--- src/rtl/enc_filter.sv ---
// enc_filter: input conditioning and quadrature decode for one rotary encoder.
//
// Each raw channel passes through a two-flop synchronizer and an independent
// debounce filter; the clean pair is then decoded as a Gray-code sequence.
//
// Ports:
//   clk        system clock
//   reset_n    synchronous active-low reset
//   a_raw      raw channel A pin (asynchronous, idle high)
//   b_raw      raw channel B pin (asynchronous, idle high)
//   a_clean    debounced channel A
//   b_clean    debounced channel B
//   cw         one-cycle pulse per clockwise step   (AB 11->01->00->10->11)
//   ccw        one-cycle pulse per counter-clockwise step
//   err        one-cycle pulse when both clean bits change in the same cycle
//   err_count  saturating count of err pulses
module enc_filter #(
    parameter int unsigned DEBOUNCE_CYCLES = 500,
    parameter int unsigned ERR_W           = 8
) (
    input  logic             clk,
    input  logic             reset_n,
    input  logic             a_raw,
    input  logic             b_raw,
    output logic             a_clean,
    output logic             b_clean,
    output logic             cw,
    output logic             ccw,
    output logic             err,
    output logic [ERR_W-1:0] err_count
);

    localparam logic [15:0] TERM = 16'(DEBOUNCE_CYCLES - 1);

    // Channel index 1 = A, 0 = B throughout.
    logic [1:0]  sync1;
    logic [1:0]  sync2;
    logic [1:0]  clean;
    logic [15:0] cnt [2];
    logic [1:0]  prev;

    logic        cw_next;
    logic        ccw_next;
    logic        err_next;

    always_ff @(posedge clk) begin
        if (!reset_n) begin
            sync1 <= '1;
            sync2 <= '1;
        end else begin
            sync1 <= {a_raw, b_raw};
            sync2 <= sync1;
        end
    end

    // The clean value only moves after the synchronized level has disagreed
    // with it for DEBOUNCE_CYCLES consecutive cycles; any agreement restarts.
    always_ff @(posedge clk) begin
        if (!reset_n) begin
            clean <= '1;
            for (int unsigned i = 0; i < 2; i++) begin
                cnt[i] <= '0;
            end
        end else begin
            for (int unsigned i = 0; i < 2; i++) begin
                if (sync2[i] == clean[i]) begin
                    cnt[i] <= '0;
                end else if (cnt[i] == TERM) begin
                    clean[i] <= sync2[i];
                    cnt[i]   <= '0;
                end else begin
                    cnt[i] <= cnt[i] + 16'd1;
                end
            end
        end
    end

    assign a_clean = clean[1];
    assign b_clean = clean[0];

    // Transition prev -> clean; at most one of the three flags is ever set.
    always_comb begin
        cw_next  = 1'b0;
        ccw_next = 1'b0;
        err_next = 1'b0;
        if ((prev ^ clean) == 2'b11) begin
            err_next = 1'b1;
        end else begin
            unique case ({prev, clean})
                4'b11_01, 4'b01_00, 4'b00_10, 4'b10_11: cw_next  = 1'b1;
                4'b01_11, 4'b00_01, 4'b10_00, 4'b11_10: ccw_next = 1'b1;
                default: ;
            endcase
        end
    end

    always_ff @(posedge clk) begin
        if (!reset_n) begin
            prev      <= 2'b11;
            cw        <= 1'b0;
            ccw       <= 1'b0;
            err       <= 1'b0;
            err_count <= '0;
        end else begin
            prev <= clean;
            cw   <= cw_next;
            ccw  <= ccw_next;
            err  <= err_next;
            if (err_next && (err_count != '1)) begin
                err_count <= err_count + 1'b1;
            end
        end
    end

endmodule

--- config.mk ---
export PLATFORM = sky130hd
export DESIGN_NAME = enc_filter
export DESIGN_NICKNAME = d
export VERILOG_FILES = /design/src/rtl/enc_filter.sv
export SDC_FILE = /design/constraint.sdc
export NUM_CORES = 1
export LEC_CHECK = 0
export ABC_AREA = 1
export BUFFER_PORTS_ARGS = -buffer_cell sky130_fd_sc_hd__buf_2
export CORE_MARGIN = 2
export CORE_UTILIZATION = 60
export DETAILED_ROUTE_END_ITERATION = 10
export HOLD_SLACK_MARGIN = 0.06
export PLACE_DENSITY = 0.79
export RECOVER_POWER = 25
export SETUP_SLACK_MARGIN = 0.2
export SKIP_CTS_REPAIR_TIMING = 1
export SLEW_MARGIN = 40
export SYNTH_ARGS = -nofsm -noshare
export SYNTH_HDL_FRONTEND = slang
export SYNTH_SLANG_ARGS = --single-unit
export TNS_END_PERCENT = 5
--- constraint.sdc ---
create_clock -name clk -period 2.4 [get_ports clk]
set_clock_uncertainty 0.2 [all_clocks]
set_input_delay 0 -clock clk [delete_from_list [all_inputs] [get_ports clk]]
set_output_delay 0 -clock clk [all_outputs]
set_load 0.01 [all_outputs]
==> flow_summary_export.csv <==
group,metric,value,unit
status,status,"finished clean",
sta,fin_ws,588.4,ps
die,rows,24,
detailed_routing,viasPerCell,5.011,
sta,fmax,0.5520,GHz
detailed_routing,routed_wl,5.112,mm
die,coreArea,0.004444,mm^2
clock_tree,cts_tree,"done",
sta,fin_crit_sh,75.48,%
clock_tree,clock_path_buffers,2,
power,leakagePower,1.281,nW
clock_tree,cts.clk_slew.worst_paths,90,ps
sta,post-route-min-period,1812,ps
cells_and_area,area_growth,11.11,%
die,dieArea,0.005278,mm^2
setup_path,r2r-start,"cnt[0][0]",
synth,yosys_warnings,0,
placement,placed_area,0.003040,mm^2
die,die_y,72.65,um
global_routing,grt_use_total,21.33,%
sta,finalSetupViolCount,0,
synth,synth_edf_count,32,
sta,hold_viol,0,
detailed_routing,ant_nets,0,
setup_path,worst_setup_path_start_kind,"flop",
clock_tree,cts_root_buf,"clkbuf_8",
detailed_routing,vias,2350,
synth,yosysSeqAreaShare,47.43,%
cells_and_area,drive_gt1_share,6.715,%
cells_and_area,stdcell_count,469,
cells_and_area,num_antenna_cells,0,
cells_and_area,postLayoutCoreUtil,70.69,%
sta,tns,0,ps
synth,synthFlopType,"edfxtp_1",
die,num_io_pins,17,
placement,pre_cts_ws,582.1,ps
clock_tree,htree_levels,2,
setup_path,critPathRequiredTime,2260,ps
placement,dp_hpwl,3.745,mm
job,drv_cap,0,
detailed_routing,drt_iter0_markers,158,
global_routing,grt_pass1_wl,8.880,mm
placement,dpl.cell_count,458,
setup_path,cp-end-kind,"flop",
placement,gp_congestion,0.8649,
setup_path,regToRegSetupSlack,590,ps
cells_and_area,nets,423,
placement,io_buffers,16,
hold_path,hold_path.class,"flop to flop",
cells_and_area,design_area,0.003142,mm^2
clock_tree,clk_latency,310,ps
synth,ys_async_sr_fraction,0,%
synth,synth.cell_area,0.002828,mm^2
power,ir_drop,0.3858,mV
global_routing,grt_max_degree,17,
detailed_routing,first_pass_iters,5,
detailed_routing,wl_per_cell,10.90,um
setup_path,cp-endpoint,"cnt[0][12]",
detailed_routing,drc,0,
setup_path,cp.arrival,1670,ps
synth,syn_inst,366,
setup_path,rr_endpoint,"cnt[0][12]",
die,initial_core_util,63.63,%
clock_tree,cts_buffers,5,
clock_tree,numClockSinks,51,
die,die-width,72.65,um
sta,rsz0062_at_grt,"no",
global_routing,grt_pass1_vias,2095,
sta,drv_slew,0,
power,p_per_area,492.5,mW/mm^2
global_routing,antenna_found_initial,0,
global_routing,grt_overflow,0,
setup_path,path_max_fanout,16,
setup_path,critPathLaunch,"cnt[0][0]",
setup_path,worstSetupPathType,"flop to flop",
setup_path,reg2reg_depth,8,
synth,ys_types,28,
synth,synth.avg_cell_area,7.726,um^2
synth,synth_seq_cells,51,
## cells by family after synthesis
logic type                 after synthesis  synth area share, %
and+or+nand+nor                        218                33.85
adders and majority gates                3                1.328
other                                    1               0.1326
xor gates and xnor gates                16                4.956
buffers and inverters                   48                7.168
DFF                                     51                47.43
AOI/OAI and AO/OA                       29                5.133
## metrics by stage
| stage | hold slack, ps | total power (W) |
|---|---|---|
| after detailed placement | -12.00 | 0.001069 |
| after floorplan | -93.42 | 0.001053 |
| after global routing | 227.6 | 0.001606 |
| after global placement | -14.09 | 0.001067 |
| after CTS | -329.8 | 0.001551 |
| final | 217.6 | 0.001547 |
## Yosys cell counts, types with 4 or more instances
master / number / share of area [%]
nand4_1: 8 / 1.8
inv_2: 5 / 0.66
nand2_1: 89 / 12
o21ai_0: 6 / 1.1
or2_2: 4 / 0.88
xnor2_1: 5 / 1.5
xor2_1: 11 / 3.4
dfxtp_1: 19 / 13
edfxtp_1: 32 / 34
o21ai_1: 4 / 0.71
nor2_4: 4 / 1.6
nor2_1: 69 / 9.2
inv_1: 36 / 4.8
nand3_1: 32 / 5.7
a21oi_1: 19 / 3.4
## how the worst min path moves through the flow
stage	slack [ps]	to	cells past startpoint	startpoint
floorplan	-90	sync1[0]	1	b_raw
global placement	-10	sync1[1]	2	a_raw
detailed placement	-10	sync1[1]	2	a_raw
CTS	-330	sync1[0]	2	b_raw
global route	230	sync1[0]	3	b_raw
finish	220	sync2[1]	1	sync1[1]
## sequential cells by signal (all words and copies together), names as in the netlist
register,count
err,1
ccw,1
err_count,8
sync1,2
clean,2
cnt,32
prev,2
cw,1
sync2,2
## placed cells by master (no fill, tap or decap), drive strengths merged, types with 5 or more instances in the layout
cell type,synthesis,final
a21oi,19,19
nor2,74,74
xor2,11,11
clkbuf,1,18
edfxtp,32,32
or2,5,5
dfxtp,19,19
nand3,32,32
nand2,94,94
xnor2,5,5
inv,41,42
nand4,8,8
o21ai,10,10
conb,1,32
## area by class of cell
| cell class | count | area, um^2 |
|---|---|---|
| well taps | 52 | 65.06 |
| fillers | 382 | 1303 |
| clock buffers | 5 | 68.82 |
| flip-flops and latches | 51 | 1341 |
| multi-input cells | 298 | 1400 |
| repair buffers | 19 | 93.84 |
| clock inverters | 3 | 18.77 |
| inverters | 41 | 153.9 |
## layer usage
| layer | GRT usage [%] | vias up | part of all wire, % | routed length [um] |
|---|---|---|---|---|
| li1 | - | 1245 | - | - |
| met1 | 28.94 | 1046 | 49 | 2494 |
| met2 | 33.43 | 53 | 46 | 2343 |
| met3 | 5.525 | 6 | 4.2 | 214 |
| met4 | 7.202 | 0 | 1.2 | 60 |
| met5 | 0 | - | 0 | 0 |
## where the power goes
| part | leakage [nW] | switching (W) | internal (W) |
|---|---|---|---|
| sequential | 0.484 | 0.0000246 | 0.000956 |
| combinational | 0.749 | 0.0000478 | 0.0000262 |
| clock | 0.0483 | 0.000287 | 0.000206 |
## worst max-delay path, stage by stage, from the launching register on
cell	delay, ps
edfxtp_1	380
ha_1	200
inv_1	50
nor2_1	130
nand3_1	80
nor2_1	180
nand2_2	100
nand2_4	170
a21oi_1	70
No activity file was read; power rests on OpenSTA's default activity.
